File: config.mk
export PLATFORM = sky130hd
export DESIGN_NAME = regfile_wb_arbiter
export DESIGN_NICKNAME = d
export VERILOG_FILES = /design/src/rtl/simplerisc_pkg.sv /design/src/rtl/wb_result_fifo.sv /design/src/rtl/regfile_wb_arbiter.sv
export SDC_FILE = /design/constraint.sdc
export NUM_CORES = 1
export LEC_CHECK = 0
export ABC_AREA = 1
export CAP_MARGIN = 20
export CORE_MARGIN = 5
export CORE_UTILIZATION = 44
export DETAILED_ROUTE_END_ITERATION = 6
export PLACE_DENSITY = 0.76
export SYNTH_ARGS = -nofsm -noshare
export SYNTH_HDL_FRONTEND = slang
export SYNTH_SLANG_ARGS = --single-unit
File: constraint.sdc
create_clock -name clk -period 2.65 [get_ports clk]
set_clock_uncertainty 0.1 [all_clocks]
set_input_delay 0.53 -clock clk [delete_from_list [all_inputs] [get_ports clk]]
set_output_delay 0.53 -clock clk [all_outputs]
set_load 0.05 [all_outputs]
File: src/rtl/simplerisc_pkg.sv
// simplerisc_pkg: shared SimpleRisc register-file widths and writeback request type
package simplerisc_pkg;
    localparam int REG_W    = 4;
    localparam int DATA_W   = 32;
    localparam int NUM_REGS = 16;
    localparam logic [REG_W-1:0] RA_IDX = 4'd15;
    typedef struct packed {
        logic [REG_W-1:0]  rd;
        logic [DATA_W-1:0] data;
    } wb_req_t;
endpackage

File: src/rtl/wb_result_fifo.sv
// wb_result_fifo: DEPTH-entry FIFO of multicycle writeback results
// Ports: i_push/i_data write the tail, i_pop drops the head (o_head);
//        o_full/o_empty/o_count report occupancy; o_vld/o_rds expose every
//        slot's valid bit and destination so the owner can build a busy mask.
module wb_result_fifo
    import simplerisc_pkg::*;
#(
    parameter int DEPTH = 2
) (
    input  logic                        clk,
    input  logic                        rst_n,
    input  logic                        i_push,
    input  wb_req_t                     i_data,
    input  logic                        i_pop,
    output wb_req_t                     o_head,
    output logic                        o_full,
    output logic                        o_empty,
    output logic [$clog2(DEPTH):0]      o_count,
    output logic [DEPTH-1:0]            o_vld,
    output logic [DEPTH-1:0][REG_W-1:0] o_rds
);
    localparam int PW = $clog2(DEPTH);
    localparam int CW = PW + 1;
    wb_req_t          r_mem [DEPTH];
    logic [PW-1:0]    r_wp;
    logic [PW-1:0]    r_rp;
    logic [CW-1:0]    r_cnt;
    logic [DEPTH-1:0] r_vld;
    always_ff @(posedge clk or negedge rst_n) begin
        if (!rst_n) begin
            r_wp  <= '0;
            r_rp  <= '0;
            r_cnt <= '0;
            r_vld <= '0;
        end else begin
            if (i_push) begin
                r_wp        <= r_wp + 1'b1;
                r_vld[r_wp] <= 1'b1;
            end
            if (i_pop) begin
                r_rp        <= r_rp + 1'b1;
                r_vld[r_rp] <= 1'b0;
            end
            r_cnt <= (i_push && !i_pop) ? r_cnt + 1'b1 :
                     (!i_push && i_pop) ? r_cnt - 1'b1 : r_cnt;
        end
    end
    always_ff @(posedge clk) begin
        if (i_push) r_mem[r_wp] <= i_data;
    end
    assign o_head  = r_mem[r_rp];
    assign o_full  = r_cnt == CW'(DEPTH);
    assign o_empty = r_cnt == '0;
    assign o_count = r_cnt;
    assign o_vld   = r_vld;
    for (genvar g = 0; g < DEPTH; g++) begin : g_rd
        assign o_rds[g] = r_mem[g].rd;
    end
endmodule

File: src/rtl/regfile_wb_arbiter.sv
// regfile_wb_arbiter: shares the register-file write port between writeback and a buffered multicycle unit
// Ports: p_* writeback-stage request; m_valid/m_rd/m_data/m_ready multicycle
//        result handshake; stall_pipe forces the writeback stage to hold;
//        rf_we/rf_rd/rf_data registered write port; busy_mask marks
//        destinations still buffered; err_waw sticky write-after-write flag.
module regfile_wb_arbiter
    import simplerisc_pkg::*;
#(
    parameter int DEPTH        = 2,
    parameter int STARVE_LIMIT = 4
) (
    input  logic                clk,
    input  logic                rst_n,
    input  logic                p_valid,
    input  logic                p_is_wb,
    input  logic [REG_W-1:0]    p_rd,
    input  logic [DATA_W-1:0]   p_data,
    input  logic                m_valid,
    input  logic [REG_W-1:0]    m_rd,
    input  logic [DATA_W-1:0]   m_data,
    output logic                m_ready,
    output logic                stall_pipe,
    output logic                rf_we,
    output logic [REG_W-1:0]    rf_rd,
    output logic [DATA_W-1:0]   rf_data,
    output logic [NUM_REGS-1:0] busy_mask,
    output logic                err_waw
);
    localparam int CW = $clog2(DEPTH) + 1;
    localparam int SW = $clog2(STARVE_LIMIT + 1);
    wb_req_t                     w_head;
    logic                        w_full;
    logic                        w_empty;
    logic [CW-1:0]               w_count;
    logic [DEPTH-1:0]            w_vld;
    logic [DEPTH-1:0][REG_W-1:0] w_rds;
    logic                        w_push;
    logic                        w_grant_pipe;
    logic                        w_pop;
    logic                        w_starve_hit;
    logic [SW-1:0]               r_starve;
    assign m_ready = !w_full;
    // A full FIFO refuses pushes even when its head pops in the same cycle.
    assign w_push = m_valid && m_ready;
    wb_result_fifo #(.DEPTH(DEPTH)) u_fifo (
        .clk     (clk),
        .rst_n   (rst_n),
        .i_push  (w_push),
        .i_data  ('{rd: m_rd, data: m_data}),
        .i_pop   (w_pop),
        .o_head  (w_head),
        .o_full  (w_full),
        .o_empty (w_empty),
        .o_count (w_count),
        .o_vld   (w_vld),
        .o_rds   (w_rds)
    );
    // The pipeline wins unless it is being stalled; any cycle it does not
    // claim goes to the FIFO head, which covers the forced-drain stall cycle.
    assign w_grant_pipe = p_valid && p_is_wb && !stall_pipe;
    assign w_pop        = !w_empty && !w_grant_pipe;
    assign w_starve_hit = !w_empty && !w_pop && r_starve == SW'(STARVE_LIMIT - 1);
    always_comb begin
        busy_mask = '0;
        for (int i = 0; i < DEPTH; i++)
            if (w_vld[i]) busy_mask[w_rds[i]] = 1'b1;
    end
    always_ff @(posedge clk or negedge rst_n) begin
        if (!rst_n) begin
            r_starve   <= '0;
            stall_pipe <= 1'b0;
            rf_we      <= 1'b0;
            rf_rd      <= '0;
            rf_data    <= '0;
            err_waw    <= 1'b0;
        end else begin
            r_starve   <= (w_empty || w_pop || w_starve_hit) ? '0 : r_starve + 1'b1;
            stall_pipe <= w_starve_hit;
            rf_we      <= w_grant_pipe || w_pop;
            if (w_grant_pipe) begin
                rf_rd   <= p_rd;
                rf_data <= p_data;
            end else if (w_pop) begin
                rf_rd   <= w_head.rd;
                rf_data <= w_head.data;
            end
            if (w_grant_pipe && busy_mask[p_rd]) err_waw <= 1'b1;
        end
    end
    // A stall cycle always pops, so the FIFO is never empty while stalling.
    a_stall_nonempty: assert property (@(posedge clk) disable iff (!rst_n) stall_pipe |-> !w_empty);
    a_count_range: assert property (@(posedge clk) disable iff (!rst_n) w_count <= CW'(DEPTH));
endmodule

=== Yosys cells after proc, flatten, opt, wreduce, memory -nomap -nowiden ===
Memory sizes are Yosys's and may differ from the RTL's.
Cells that the tools add are included.

* Logic and storage cells: 79
* Bits of input ports: 77
* Output and inout bits: 56
* Memories: 1
* Memory bits (writable): 72
* Register bits: 48

* Eq/ne operators: 2
* Add/sub/neg operators: 5
* $lt $le $gt $ge: 9
* Reduce and logical (&&, ||, !) cells: 25
* Bitwise gates (word level): 4
* Multiplexer cells: 23

{| class="wikitable"
|+ Memory list
! name !! depth !! bits a word !! read ports !! clocked after memory_dff !! write ports !! line !! text
|-
| u_fifo.r_mem || 2 || 36 || 3 || 0 || 1 || wb_result_fifo.sv:24 || <nowiki>wb_req_t r_mem [DEPTH];</nowiki>
|}

{| class="wikitable"
|+ Operators by type and width
! operator !! count
|-
| two-way mux 32 bit || 2
|-
| two-way mux 16 bit || 2
|-
| OR 16 bit || 1
|-
| less-than comparator 4 x 5 -> 1 bit, second input constant || 3
|-
| logical AND 1 bit || 13
|-
| demux 1 bit (select 4 bit) || 2
|-
| greater-or-equal comparator 4 x 1 -> 1 bit, second input constant || 2
|-
| two-way mux 2 bit || 4
|-
| two-way mux 4 bit || 2
|-
| two-way mux 1 bit || 7
|-
| zero test 1 bit || 6
|-
| binary-select mux 1 bit (select 4 bit) || 1
|-
| less-than comparator 1 x 2 -> 1 bit, second input constant || 2
|-
| nonzero test 2 bit || 2
|-
| adder 3 x 1 -> 3 bit, second input constant || 1
|-
| equality test 3 x 2 -> 1 bit, second input constant || 1
|-
| logical OR 1 bit || 3
|-
| two-way mux 3 bit || 1
|-
| adder 1 bit, second input constant || 2
|-
| adder 2 x 1 -> 2 bit, second input constant || 1
|-
| AND 2 bit || 1
|-
| demux 1 bit (select 1 bit) || 2
|-
| equality test 2 bit, second input constant || 1
|-
| greater-or-equal comparator 1 bit, second input constant || 2
|-
| 4 further kinds || 4
|}

=== Depth between registers and ports, before layout ===
* Word-level depth: 10
* Gate-level depth with buffers: 10
* Depth with buffers taken out: 10

=== Cells and area by module ===
A second synthesis with hierarchy kept.

* Cells, all modules: 568
* Area, all modules: 5332.6 sq um

{| class="wikitable"
|+ By module, submodules not included
! module !! instances !! cells an instance !! area each (sq um) !! seq. area each (sq um)
|-
| wb_result_fifo || 1 || 228 || 3019.1 || 2312.2
|-
| regfile_wb_arbiter || 1 || 340 || 2313.5 || 1051.0
|}

=== Worst setup path after synthesis ===
OpenSTA, ideal clock, no wires.

* Path type: flip-flop to flip-flop
* Start: register u_fifo.r_cnt[0] (netlist: u_fifo.o_count[0])
* End: memory u_fifo.r_mem[1][0] (netlist name) (enable)
* Arrival: 2.553 ns
* Path buffers: 0
* Path slack: -0.435 ns
* Stages on the path, launching flop included: 5
* Cells stage by stage: dfrtp_1 > inv_1 > nand2_1 > nand2_1 > nor2_1

* Cells in the longest elaborated chain, start to end: 5

{| class="wikitable"
|+ RTL lines
! item !! line !! text
|-
| start: declaration || wb_result_fifo.sv:27 || <nowiki>logic [CW-1:0] r_cnt;</nowiki>
|-
| start signal: assignment || wb_result_fifo.sv:44 || <nowiki>r_cnt <= (i_push && !i_pop) ? r_cnt + 1'b1 :</nowiki>
|-
| equality test 2 bit || wb_result_fifo.sv:52 || <nowiki>assign o_full = r_cnt == CW'(DEPTH);</nowiki>
|-
| zero test 1 bit || regfile_wb_arbiter.sv:42 || <nowiki>assign m_ready = !w_full;</nowiki>
|-
| via m_ready || regfile_wb_arbiter.sv:21 || <nowiki>output logic m_ready,</nowiki>
|-
| logical AND 1 bit || regfile_wb_arbiter.sv:44 || <nowiki>assign w_push = m_valid && m_ready;</nowiki>
|-
| two-way mux 1 bit || wb_result_fifo.sv:49 || <nowiki>if (i_push) r_mem[r_wp] <= i_data;</nowiki>
|-
| two-way mux 1 bit (not written as such) || wb_result_fifo.sv:49 ||
|-
| end: declaration || wb_result_fifo.sv:24 ||
|}

The timed path passes the listed nets, and every way through them passes these cells.

=== Worst setup path in the final report ===
* Start: register u_fifo.r_vld[0] (netlist: u_fifo.o_vld[0])
* End: output busy_mask[2]

* Cells in the longest elaborated chain, start to end: 3

{| class="wikitable"
|+ RTL lines
! item !! line !! text
|-
| start: declaration || wb_result_fifo.sv:28 || <nowiki>logic [DEPTH-1:0] r_vld;</nowiki>
|-
| start signal: assignment || wb_result_fifo.sv:34 || <nowiki>r_vld <= '0;</nowiki>
|-
| start signal: indexed assignment || wb_result_fifo.sv:38 || <nowiki>r_vld[r_wp] <= 1'b1;</nowiki>
|-
| start signal: indexed assignment || wb_result_fifo.sv:42 || <nowiki>r_vld[r_rp] <= 1'b0;</nowiki>
|-
| two-way mux 16 bit (*) || regfile_wb_arbiter.sv:66 || <nowiki>if (w_vld[i]) busy_mask[w_rds[i]] = 1'b1;</nowiki>
|-
| OR 16 bit (no line) || n/a ||
|-
| two-way mux 16 bit (*) || regfile_wb_arbiter.sv:66 ||
|-
| end: declaration || regfile_wb_arbiter.sv:26 || <nowiki>output logic [NUM_REGS-1:0] busy_mask,</nowiki>
|}

Mark *: on every way between the ends. The rest lies on a longest branch, timed or not.

==> flow_summary.ini <==
[status]
run_status = finished, final reports clean

[setup_path]
cp.arrival_ns = 1.86
critPathKind = reg2out
worst_setup_path_start_kind = register
crit_top_cell = nand2_1
critical_path.n_buffers_inverters = 2
critical_path.cell_chain = inv_1 > nor3_1 > nand2_1 > nand2_1 > buf_4
crit_required_ns = 2.02
cp-end-kind = output pin
critical_path_cell_with_the_highest_stage_delay = dfrtp_1
critical-path-top-delay-family = simple AND/OR/NAND/NOR gates
timing.critical_path.slowest_cell_delay_ns = 0.54
crit_fanout = 11

[routing]
routed_wirelength_um = 14800
route.vias.total = 4299
drt_iter0_drc = 355
first_pass_drt_iterations = 6
post-route-drc-count = 0
wl_per_cell_um = 18.8
route.detailed.vias_per_inst = 5.49
route.antenna.remaining_nets = 0

[die]
die_x_um = 120
die-height_um = 120
fp.coreArea_um2 = 11900
num_io_pins = 133
die_area_um2 = 14300
start_util = 0.445
num_rows = 40

[min_path]
hold_class = in2async

[timing]
worst_hold_slack_ns = 0.148
hold_viol_final = 0
maxSlewHeadroom = 0.550
timing.final.crit_share = 0.941
rsz0062_at_grt = no
fin_crit_ns = 2.49
fin_ws_ns = 0.157
worst_pin_slew_ns = 0.675
max_transition_viols_final = 0
finalSetupViolations = 0
achievable-frequency_mhz = 401

[power]
switching_share = 0.400
power.sequential.fraction = 0.331
netSwitchingPower_mw = 3.63
p_int_mw = 5.45
p_per_area_nw_per_um2 = 1220
pwr-share-clk = 0.265
total_leakage_power_nw = 3.12
peakVddDrop_mv = 0.699
pwr-share-comb = 0.404

[clock_network]
count_of_hold_fix_buffers_inserted_at_cts = 0
cts-root-buf = clkbuf_16
clock_latency_ns = 0.41
cts-resized-gates = 0
h_tree_lvl_count = 4
post-cts-setup-buffers = 0
clock_sink_count = 120
cts.clk_slew.worst_paths_ns = 0.06
tritoncts.num_buffers = 17
tritoncts = done
clk_path_buf_depth = 2

[synthesis]
synth-async-reset-ratio = 0.400
ys_seq_area_frac = 0.634
syn-cell-area_um2 = 5300
post_synth.cell_area_avg_um2 = 11.0
synthesis.yosys.warnings = 0
synth_top_area_cell = edfxtp_1
synth_top_area_frac = 0.408
postSynthNetCount = 561
synth-edff-count = 72
synth_top_cells_by_count = nand3_1 (108), nand2_1 (80), edfxtp_1 (72), inv_1 (54), dfrtp_1 (48)
post_synth_inst_count = 481
yosys_register_bits = 120
synth_area_leaders = edfxtp_1 (41%), dfrtp_1 (23%), nand3_1 (10%)
synth.lib_cells_used.distinct = 28
synth.most_common_cell = nand3_1
primary_flip_flop_cell_chosen_by_synthesis_mapping = edfxtp_1

[place]
port_buffers = 132
globalplace.congestion = 0.868
dp_hpwl_um = 10100
placed_cells_incl_taps = 751
pre_cts_ws_ns = 0.313

[final_layout]
antenna_cells = 0
multiInputGateArea_um2 = 1620
layout.cells.non_filler = 783
layout-drive-gt1-share = 0.149
synthToLayoutAreaGrowth_pct = 40.0
sequential_cell_area_um2 = 3360
design.final.nets = 703
fillCellCount = 964

[global_routing]
grt_pass1_vias = 4618
grt_first_pass_wirelength_um = 23500
groute.usage.overall = 0.212
grt_overflow_total = 0
antenna_found_initial = 0
grt_start_max_net_pins = 49

[job]
maxCapViolCount = 0
[power by group through the flow]
stage          clock, mW  combinational, mW  sequential [mW]
2_1_floorplan          0               1.46             3.88
3_3_place_gp           0               3.59             3.02
3_5_place_dp           0               3.67             3.02
4_1_cts             2.43               3.68             3.01
5_1_grt             2.52               3.89             3.07
6_report            2.41               3.67             3.01
[cell usage in the layout (no fill, tap or decap), types with 3 or more instances in the layout]
master           netlist  routed
buf_4                  0      30
clkbuf_16              0      17
nor2_1                26      24
o21ai_1                5       5
ha_1                   3       3
o2111ai_2             24      24
dfrtp_1               48      48
clkinv_2               0       4
edfxtp_1              72      72
nand2_1               80      80
a21oi_1                3       3
nor2_4                 1       4
clkdlybuf4s50_1        0     115
o2111ai_1              6       6
a31oi_1                4       4
inv_1                 54      54
nand3_1              108     108
bufinv_16              0       4
o21ai_0                8       8
[worst register-to-register path: stages (launching register included)]
cell and delay [ns]:
dfrtp_1 0.54, inv_1 0.10, nor3_1 0.39, nand2_1 0.15
nand3_1 0.10, nand3_1 0.08, nand2_1 0.10, nand2_1 0.06
nand3_1 0.06, nand3_1 0.06, nand2_1 0.06
[state kept, by name, summed over array words and instances (netlist names)]
| name | count |
|---|---|
| r_starve | 3 |
| rf_rd | 4 |
| rf_we | 1 |
| u_fifo.o_count | 2 |
| u_fifo.r_wp | 1 |
| u_fifo.o_vld | 2 |
| u_fifo.r_mem | 72 |
| err_waw | 1 |
| rf_data | 32 |
| u_fifo.r_rp | 1 |
| stall_pipe | 1 |
[final timing paths]
check	from	to	slack [ns]	cells past startpoint
min in group clk	r_starve[0]$_DFF_PN0_	r_starve[0]$_DFF_PN0_	0.36	1
max	u_fifo.o_vld[0]$_DFF_PN0_	busy_mask[2]	0.16	5
min reg2reg	r_starve[0]$_DFF_PN0_	r_starve[0]$_DFF_PN0_	0.36	1
max reg2reg	u_fifo.o_vld[0]$_DFF_PN0_	err_waw$_DFFE_PN0P_	0.78	10
min	rst_n	rf_data[25]$_DFFE_PN0P_	0.15	2
max in group asynchronous	rst_n	u_fifo.o_vld[1]$_DFF_PN0_	1.85	2
[final cells by class]
type,count,share of cell area
repair buffers,148,0.192
well taps,147,0.0248
flip-flops and latches,120,0.453
multi-input cells,279,0.218
clock buffers,20,0.0602
inverters,57,0.0288
clock inverters,12,0.0234
[layer usage]
metal / share of wire / vias up / track usage
met2: 0.50 / 203 / 0.356
met1: 0.41 / 2104 / 0.261
li1: - / 1971 / -
met3: 0.082 / 21 / 0.0641
met4: 0.015 / 0 / 0.0723
met5: 0 / - / 0
[cells by family after synthesis]
logic type / Yosys count / share of synthesized area
simple gates: 222 / 0.190
compound gates: 50 / 0.0977
fa+ha+maj: 3 / 0.00708
xor+xnor: 2 / 0.00330
mux: 2 / 0.00378
flops: 120 / 0.634
buf+inv: 82 / 0.0642
[through the flow]
| step | total power, mW | instance area, um2 | TNS (ns) | utilization |
|---|---|---|---|---|
| 4_1_cts | 9.12 | 7420 | 0 | 0.623 |
| 2_1_floorplan | 5.34 | 5300 | -31.46 | - |
| 5_1_grt | 9.48 | 7420 | 0 | 0.623 |
| 6_report | 9.09 | 7420 | 0 | 0.623 |
| 3_3_place_gp | 6.60 | 6800 | 0 | 0.571 |
| 3_5_place_dp | 6.69 | 6800 | 0 | 0.571 |
(Power assumes the default switching activity.)
